==> config.mk <==
export PLATFORM = sky130hd
export DESIGN_NAME = cmp_sweep_ctrl_flat
export DESIGN_NICKNAME = d
export VERILOG_FILES = /design/src/rtl/cmp_sweep_ctrl_if.sv /design/src/rtl/cmp_sweep_ctrl.sv /design/src/flat_wrapper.sv
export SDC_FILE = /design/constraint.sdc
export NUM_CORES = 1
export LEC_CHECK = 0
export BUFFER_PORTS_ARGS = -buffer_cell sky130_fd_sc_hd__buf_2
export CORE_MARGIN = 2
export CORE_UTILIZATION = 50
export DETAILED_ROUTE_END_ITERATION = 16
export GPL_TIMING_DRIVEN = 0
export PLACE_DENSITY_LB_ADDON = 0.1
export SYNTH_ARGS = -nofsm -noshare
export SYNTH_HDL_FRONTEND = slang
export SYNTH_SLANG_ARGS = --single-unit
==> constraint.sdc <==
create_clock -name clk -period 2 [get_ports clk]
set_clock_uncertainty 0.15 [all_clocks]
set_input_delay 0 -clock clk [delete_from_list [all_inputs] [get_ports clk]]
set_output_delay 0 -clock clk [all_outputs]
set_load 0.1 [all_outputs]
==> src/rtl/cmp_sweep_ctrl_if.sv <==
// ----------------------------------------------------------------------------
// cmp_sweep_ctrl_if
//   Bundles the signals between the comparator sweep sequencer and its
//   surroundings (buttons, comparator instance, LEDs, status).
//
//   start, pause          : level controls from the board
//   a_out, b_out          : 2-bit operands presented to the comparator
//   red_in/green_in/blue_in: comparator result (a>b / a==b / a<b)
//   led_r, led_g, led_b   : registered colour sampled from the comparator
//   idx                   : current vector index 0..15
//   busy, done            : sweep status
//   err_cnt, fail_map     : self-check results (zero when the check is disabled)
//
//   master : the sequencer side
//   slave  : the environment side (board / comparator / bench)
// ----------------------------------------------------------------------------
interface cmp_sweep_ctrl_if;
    logic        start;
    logic        pause;
    logic [1:0]  a_out;
    logic [1:0]  b_out;
    logic        red_in;
    logic        green_in;
    logic        blue_in;
    logic        led_r;
    logic        led_g;
    logic        led_b;
    logic [3:0]  idx;
    logic        busy;
    logic        done;
    logic [4:0]  err_cnt;
    logic [15:0] fail_map;

    modport master (
        input  start, pause, red_in, green_in, blue_in,
        output a_out, b_out, led_r, led_g, led_b, idx, busy, done,
               err_cnt, fail_map
    );

    modport slave (
        output start, pause, red_in, green_in, blue_in,
        input  a_out, b_out, led_r, led_g, led_b, idx, busy, done,
               err_cnt, fail_map
    );
endinterface

==> src/rtl/cmp_sweep_ctrl.sv <==
// ----------------------------------------------------------------------------
// cmp_sweep_ctrl
//   Sequencer for a 2-bit magnitude comparator with RGB LED outputs. Steps the
//   operand pair through all 16 (a,b) combinations, lets the comparator settle,
//   samples its colour into the LED register and holds each vector for
//   DWELL_CYCLES clock cycles (pause freezes the dwell).
//
//   Optional feature macro: CMP_SELF_CHECK_EN
//     defined     : each sampled colour is compared against the one-hot
//                   expectation; mismatches set fail_map[idx] and bump err_cnt.
//     not defined : no checking; err_cnt and fail_map stay 0.
//
//   Ports:
//     clk    : system clock, rising edge
//     rst_n  : synchronous active-low reset
//     bus    : cmp_sweep_ctrl_if.master (controls, operands, result, status)
// ----------------------------------------------------------------------------
module cmp_sweep_ctrl #(
    parameter int DWELL_CYCLES = 100_000_000
) (
    input  logic              clk,
    input  logic              rst_n,
    cmp_sweep_ctrl_if.master  bus
);

    localparam int            CW       = $clog2(DWELL_CYCLES + 1);
    localparam logic [CW-1:0] LAST_CNT = CW'(DWELL_CYCLES - 1);

    typedef enum logic [2:0] {
        S_IDLE,
        S_SETTLE,
        S_SAMPLE,
        S_DWELL,
        S_DONE
    } state_t;

    state_t         state_q, state_d;
    logic [3:0]     idx_q, idx_d;
    logic [CW-1:0]  cnt_q, cnt_d;
    logic [2:0]     led_q, led_d;
    logic [4:0]     err_cnt_q, err_cnt_d;
    logic [15:0]    fail_map_q, fail_map_d;
`ifdef CMP_SELF_CHECK_EN
    logic [2:0]     exp_rgb;
`endif

    // Next-state and datapath update. Everything holds unless the current
    // state says otherwise; a start from IDLE or DONE always begins a fresh
    // sweep with cleared results.
    always_comb begin
        state_d    = state_q;
        idx_d      = idx_q;
        cnt_d      = cnt_q;
        led_d      = led_q;
        err_cnt_d  = err_cnt_q;
        fail_map_d = fail_map_q;
`ifdef CMP_SELF_CHECK_EN
        exp_rgb    = {idx_q[3:2] > idx_q[1:0],
                      idx_q[3:2] == idx_q[1:0],
                      idx_q[3:2] < idx_q[1:0]};
`endif

        case (state_q)
            S_IDLE, S_DONE: begin
                if (bus.start) begin
                    state_d    = S_SETTLE;
                    idx_d      = 4'd0;
                    err_cnt_d  = 5'd0;
                    fail_map_d = 16'd0;
                end
            end

            S_SETTLE: begin
                state_d = S_SAMPLE;
            end

            S_SAMPLE: begin
                led_d   = {bus.red_in, bus.green_in, bus.blue_in};
                cnt_d   = '0;
                state_d = S_DWELL;
`ifdef CMP_SELF_CHECK_EN
                // Any colour other than the exact one-hot answer is a failure,
                // including several LEDs lit at once or none at all.
                if ({bus.red_in, bus.green_in, bus.blue_in} != exp_rgb) begin
                    fail_map_d[idx_q] = 1'b1;
                    err_cnt_d         = err_cnt_q + 5'd1;
                end
`endif
            end

            S_DWELL: begin
                if (!bus.pause) begin
                    if (cnt_q == LAST_CNT) begin
                        if (idx_q == 4'd15) begin
                            state_d = S_DONE;
                        end else begin
                            idx_d   = idx_q + 4'd1;
                            state_d = S_SETTLE;
                        end
                    end else begin
                        cnt_d = cnt_q + CW'(1);
                    end
                end
            end

            default: begin
                state_d = S_IDLE;
            end
        endcase
    end

    // State register with synchronous active-low reset; reset aborts any
    // sweep in progress and clears all visible results.
    always_ff @(posedge clk) begin
        if (!rst_n) begin
            state_q    <= S_IDLE;
            idx_q      <= 4'd0;
            cnt_q      <= '0;
            led_q      <= 3'd0;
            err_cnt_q  <= 5'd0;
            fail_map_q <= 16'd0;
        end else begin
            state_q    <= state_d;
            idx_q      <= idx_d;
            cnt_q      <= cnt_d;
            led_q      <= led_d;
            err_cnt_q  <= err_cnt_d;
            fail_map_q <= fail_map_d;
        end
    end

    // Output mapping: operands are simply the two halves of the index.
    always_comb begin
        bus.a_out    = idx_q[3:2];
        bus.b_out    = idx_q[1:0];
        bus.idx      = idx_q;
        bus.led_r    = led_q[2];
        bus.led_g    = led_q[1];
        bus.led_b    = led_q[0];
        bus.busy     = (state_q == S_SETTLE) || (state_q == S_SAMPLE) ||
                       (state_q == S_DWELL);
        bus.done     = (state_q == S_DONE);
        bus.err_cnt  = err_cnt_q;
        bus.fail_map = fail_map_q;
    end

endmodule

==> src/flat_wrapper.sv <==
// flat-port wrapper written by rule: the top's interface ports become plain ports
module cmp_sweep_ctrl_flat 
#(
    parameter int DWELL_CYCLES = 100_000_000
)
  (clk, rst_n, bus_start, bus_pause, bus_red_in, bus_green_in, bus_blue_in, bus_a_out, bus_b_out, bus_led_r, bus_led_g, bus_led_b, bus_idx, bus_busy, bus_done, bus_err_cnt, bus_fail_map);
  cmp_sweep_ctrl_if bus_i ();
  input  logic clk;
  input  logic rst_n;
  input wire logic [$bits(bus_i.start)-1:0] bus_start;
  input wire logic [$bits(bus_i.pause)-1:0] bus_pause;
  input wire logic [$bits(bus_i.red_in)-1:0] bus_red_in;
  input wire logic [$bits(bus_i.green_in)-1:0] bus_green_in;
  input wire logic [$bits(bus_i.blue_in)-1:0] bus_blue_in;
  output wire logic [$bits(bus_i.a_out)-1:0] bus_a_out;
  output wire logic [$bits(bus_i.b_out)-1:0] bus_b_out;
  output wire logic [$bits(bus_i.led_r)-1:0] bus_led_r;
  output wire logic [$bits(bus_i.led_g)-1:0] bus_led_g;
  output wire logic [$bits(bus_i.led_b)-1:0] bus_led_b;
  output wire logic [$bits(bus_i.idx)-1:0] bus_idx;
  output wire logic [$bits(bus_i.busy)-1:0] bus_busy;
  output wire logic [$bits(bus_i.done)-1:0] bus_done;
  output wire logic [$bits(bus_i.err_cnt)-1:0] bus_err_cnt;
  output wire logic [$bits(bus_i.fail_map)-1:0] bus_fail_map;
  assign bus_i.start = bus_start;
  assign bus_i.pause = bus_pause;
  assign bus_i.red_in = bus_red_in;
  assign bus_i.green_in = bus_green_in;
  assign bus_i.blue_in = bus_blue_in;
  assign bus_a_out = bus_i.a_out;
  assign bus_b_out = bus_i.b_out;
  assign bus_led_r = bus_i.led_r;
  assign bus_led_g = bus_i.led_g;
  assign bus_led_b = bus_i.led_b;
  assign bus_idx = bus_i.idx;
  assign bus_busy = bus_i.busy;
  assign bus_done = bus_i.done;
  assign bus_err_cnt = bus_i.err_cnt;
  assign bus_fail_map = bus_i.fail_map;
  cmp_sweep_ctrl #(.DWELL_CYCLES(DWELL_CYCLES)) u_core (.clk(clk), .rst_n(rst_n), .bus(bus_i));
endmodule
---- Word-level counts from Yosys, hierarchy flattened ----
Index checks and enable logic that the tools add are counted.
storage, ports and cells
  output and inout port bits .............. 34
  register bits after elaboration ......... 37
cells by class
  equality and inequality tests ........... 11
  reduce and logical (&&, ||, !) cells .... 9
  $add $sub $neg .......................... 2
  mux-type cells .......................... 13
operators with widths
  kind                     number
  $mux W27                 2
  $pmux W27 S2             1
  $add A27 B1 Y27 const B  1
  $eq A27 B27 Y1 const B   1
  $mux W4                  4
  $mux W3                  4
  $pmux W3 S4              1
  $ne A2 B2 Y1 const B     4
  $pmux W4 S2              1
  $eq A3 B2 Y1 const B     2
  $reduce_and A3 Y1        2
  $reduce_and A5 Y1        1
  $add A4 B1 Y4 const B    1
  $eq A4 B4 Y1 const B     1
  $reduce_bool A2 Y1       2
  $eq A3 B1 Y1 const B     1
  $eq A3 B3 Y1 const B     1
  $logic_not A3 Y1         1
  $logic_or A1 B1 Y1       2
  $ne A2 B1 Y1 const B     1
  $reduce_or A2 Y1         1

---- Longest topological paths before layout ----
  depth after elaboration ................. 5
  mapped depth ............................ 8
  depth with buffers taken out ............ 6

---- Least setup slack after synthesis ----
Ideal clock, no wire load.
  kind .................................... reg-to-reg
  start ................................... register u_core.state_q[0]
  end ..................................... register u_core.state_q[1]
  setup slack ............................. -0.480 ns
  arrival ................................. 2.254 ns
  data required time ...................... 1.774 ns
  stages on the path, launching flop included .. 6
  setup time .............................. 0.076 ns
  buffers on the path ..................... 1
  cells stage by stage .................... dfxtp_1 -> clkbuf_1 -> nor2_1 -> nor2_1 -> nand2_1 -> a31oi_1
on the way
  cells in the longest elaborated chain, start to end .. 4
  elaborated cells between the ends (all ways) .. 11
RTL lines
  element                                                  RTL line               RTL
  start, declared                                          cmp_sweep_ctrl.sv:37   state_t state_q, state_d;
  start signal, assigned                                   cmp_sweep_ctrl.sv:123  state_q <= state_d;
  $eq A3 B3 Y1 / $logic_not A3 Y1 (equally long branches)  cmp_sweep_ctrl.sv:63   case (state_q)
  $reduce_or A2 Y1                                         cmp_sweep_ctrl.sv:63
  $ne A2 B2 Y1 (no line)                                   -
  $reduce_and A3 Y1 (no line)                              -
Parallel ways exist; a longest one is shown, timed or not.
A chain may end at the register's enable or synchronous reset.

---- Worst setup path in the final report ----
  start ................................... register u_core.cnt_q[0]
  end ..................................... register u_core.cnt_q[26]
on the way
  cells in the longest elaborated chain, start to end .. 4
  elaborated cells between the ends (all ways) .. 7
RTL lines
  element                 RTL line               RTL
  start, declared         cmp_sweep_ctrl.sv:39   logic [CW-1:0] cnt_q, cnt_d;
  start signal, assigned  cmp_sweep_ctrl.sv:125  cnt_q <= cnt_d;
  $add A27 B1 Y27         cmp_sweep_ctrl.sv:101  cnt_d = cnt_q + CW'(1);
  $mux W27                cmp_sweep_ctrl.sv:93   if (cnt_q == LAST_CNT) begin
  $mux W27                cmp_sweep_ctrl.sv:92   if (!bus.pause) begin
  $pmux W27 S2            cmp_sweep_ctrl.sv:63
Parallel ways exist; a longest one is shown, timed or not. The select of a mux whose other input is x is not followed.

==> metrics.csv <==
stage,metric,value,unit
status,run status,"finished, final reports clean",
detailed_routing,routed length on met3,515,um
logic_synthesis,Yosys reg bits,37,
pwr,P_sw,605,uW
worst_setup_path,critical path startpoint category,flip-flop,
clock_tree,clock transition at the registers of the reported paths,0.07,ns
clock_tree,htree depth,2,
floorplan,row count,24,
grt,first-pass GRT wire length,9.54,mm
logic_synthesis,Cells after Synth,288,
grt,grt ovf,0,
clock_tree,Root Buffer,clkbuf_8,
floorplan,Top Ports,41,
logic_synthesis,Yosys top cell by area,dfxtp_1,
pwr,Seq pwr share,42.9,%
detailed_routing,drt first-iter violations,158,
floorplan,DIE AREA,0.00514,mm^2
worst_setup_path,WP data required,2.03,ns
timing,Worst Hold Margin,0.0232,ns
timing,fin. max-slew vios,0,
floorplan,core area,0.00438,mm^2
logic_synthesis,"EDFF count, synth",0,
clock_tree,CTS sink cnt,37,
flow_run,Max-Cap Viols,0,
place,IO Port Bufs,19,
pwr,final total power,1740,uW
pwr,Net Sw Frac,34.7,%
floorplan,Die Width,71.7,um
finish,Finished Layout Cells,398,
pwr,P_int,1140,uW
finish,Area Growth Syn to Fin,24.7,%
floorplan,die height,71.7,um
timing,Final setup viols,0,
finish,Multi-input gate area,0.00144,mm^2
logic_synthesis,async set-reset flop share out of synthesis,0,%
worst_setup_path,Crit Path Category,flip-flop to flip-flop,
hold_path,Tightest Hold Check Type,primary input to flip-flop,
logic_synthesis,sequential element share of the synthesized area,32.3,%
logic_synthesis,Netlist cell types,52,
finish,fin area,0.00286,mm^2
pwr,worst vdd ir,0.000306,V
finish,layout cells sized above 1,28.3,%
clock_tree,CTS buffer count,5,
detailed_routing,DR WL/cell,14.9,um
pwr,Leak,0.00123,uW
logic_synthesis,synthesized area,0.00229,mm^2
logic_synthesis,Ys Warns,0,
floorplan,Initial Utilization,52.3,%
pwr,Comb pwr share,23.3,%
detailed_routing,vias,2329,
finish,"most common cell after layout, fill and taps aside",buf_4,
place,Final GP Congestion,0.888,
place,Final HPWL DP,4.06,mm
logic_synthesis,commonest register cell after synthesis,dfxtp_1,
pwr,Cell Pwr Density,610,mW/mm^2
detailed_routing,top layer in use,met4,
finish,FF+latch area,756,um^2
detailed_routing,Via density,5.85,
logic_synthesis,mean area per synthesized cell,7.95,um^2
detailed_routing,Antenna Violating Nets Remaining,0,
grt,largest net degree at the start of global routing,12,
timing,unrepaired setup endpoints after global routing,true,
finish,nets,354,
detailed_routing,metal2 WL,2.80,mm
clock_tree,CTS Buffer Depth,2,
grt,total track usage,23.3,%
timing,final hold vios,0,
detailed_routing,DRT Pass-1 Iters,4,
timing,fin crit period,2.00,ns
grt,vias in the first global route,1990,
finish,"commonest cells after routing, fill and taps aside","30 x buf_4, 29 x dfxtp_1, 28 x nand2_1",
detailed_routing,drt total wl,5.94,mm
logic_synthesis,post-synth top area share,32.3,%
timing,Max Clk Rate,501,MHz
worst_setup_path,CP max FO,7,
timing,fin crit share,99.9,%
detailed_routing,WL met1,2.53,mm
pwr,Clk pwr share,33.7,%
clock_tree,Clock Latency Late Sink,0.29,ns
place,"Cell Area, Placed",0.00254,mm^2
worst_setup_path,Crit. End Element,flip-flop,
place,# placed instances,379,
clock_tree,CTS tree,built,
finish,Fill cells,376,
grt,initial antenna violation count,0,
finish,antenna fix cells,0,
worst_setup_path,Critical Path AT,2.03,ns
logic_synthesis,"top cells by area, synth","dfxtp_1 32%, buf_4 8.5%, a31oi_1 5.7%, nand3_1 4.8%, nand2_1 4.6%",
detailed_routing,Residual DRC,0,
==> path summary, 6_finish.rpt <==
check,start,end,slack (ns),depth (start not counted)
hold / removal,bus_pause,u_core.cnt_q[24],0.02,4
setup reg to reg,u_core.cnt_q[0],u_core.cnt_q[26],0.003,6
hold reg to reg,u_core.led_q[1],u_core.led_q[1],0.31,2
setup / recovery,u_core.cnt_q[0],u_core.cnt_q[26],0.003,6
==> sequential cells by signal, indices dropped and copies added, names as in the netlist <==
register	count
u_core.bus.idx	4
u_core.led_q	3
u_core.state_q	3
u_core.cnt_q	27
==> cells by family after synthesis <==
logic type      synth area share, %
mux                            2.18
buf+inv                        11.9
compound gates                 18.4
flops                          32.3
fa+ha+maj                      1.09
simple gates                   34.0
other cells                   0.164
==> worst max-delay path, stage by stage (launching register included) <==
cell and delay (ns):
dfxtp_4 0.39, ha_4 0.16, nand4_4 0.13, or4_4 0.61, nor4_4 0.20, nand2b_4 0.17, a31oi_1 0.06
==> power by group through the flow <==
stage / Sequential (uW) / Clock (uW) / Combinational, uW
global placement: 767 / 0 / 384
floorplan: 792 / 0 / 317
finish: 748 / 587 / 407
detailed placement: 767 / 0 / 386
CTS: 748 / 597 / 398
global route: 749 / 624 / 427
==> cell usage after synthesis, types with 2 or more instances <==
master and instances:
nor2b_1 2, and3_1 9, and2_1 4, o22ai_1 3, inv_1 7, nor2_1 14
nor3_1 5, and4b_1 2, nand2_1 28, nor3b_1 2, mux2i_1 5, dfxtp_1 37
nand2b_1 10, a22oi_1 2, clkbuf_1 3, buf_4 26, o211a_1 2, nand4_1 13
nor4_1 2, a21o_1 2, and4_1 5, ha_1 2, o21ai_0 11, nand3_1 22
a31oi_1 21, a21oi_1 18, or3_1 2, buf_2 5
==> final cells by class <==
type | instances | area share (%)
Tap cell | 52 | 2.28
Multi-Input combinational cell | 228 | 50.4
Clock buffer | 7 | 3.37
Inverter | 7 | 0.919
Timing Repair Buffer | 31 | 7.57
Buffer | 35 | 8.89
Clock inverter | 1 | 0.175
Sequential cell | 37 | 26.4
==> stage by stage <==
stage / setup TNS, ns / util [%] / setup WS, ns
2_1_floorplan: 0 / - / 0.0151
3_3_place_gp: -2.84 / 57.8 / -0.170
3_5_place_dp: -3.49 / 57.8 / -0.207
4_1_cts: 0 / 63.3 / 0.00696
5_1_grt: -1.39 / 65.2 / -0.0956
6_report: 0 / 65.2 / 0.00266
==> per-layer routing <==
layer / GRT usage, % / vias to the layer above
met4: 7.34 / 0
met1: 30.1 / 1077
met5: 0 / -
met2: 39.0 / 93
li1: - / 1149
met3: 4.78 / 10
==> repair_timing <==
item	in CTS	in global routing
hold buffers	5	0
gates resized for setup	12	19
setup endpoints to repair	28	30
buffers inserted	4	3
endpoints found under the hold margin	7	0
pin swaps	3	15
Power figures use the tool's default switching activity.
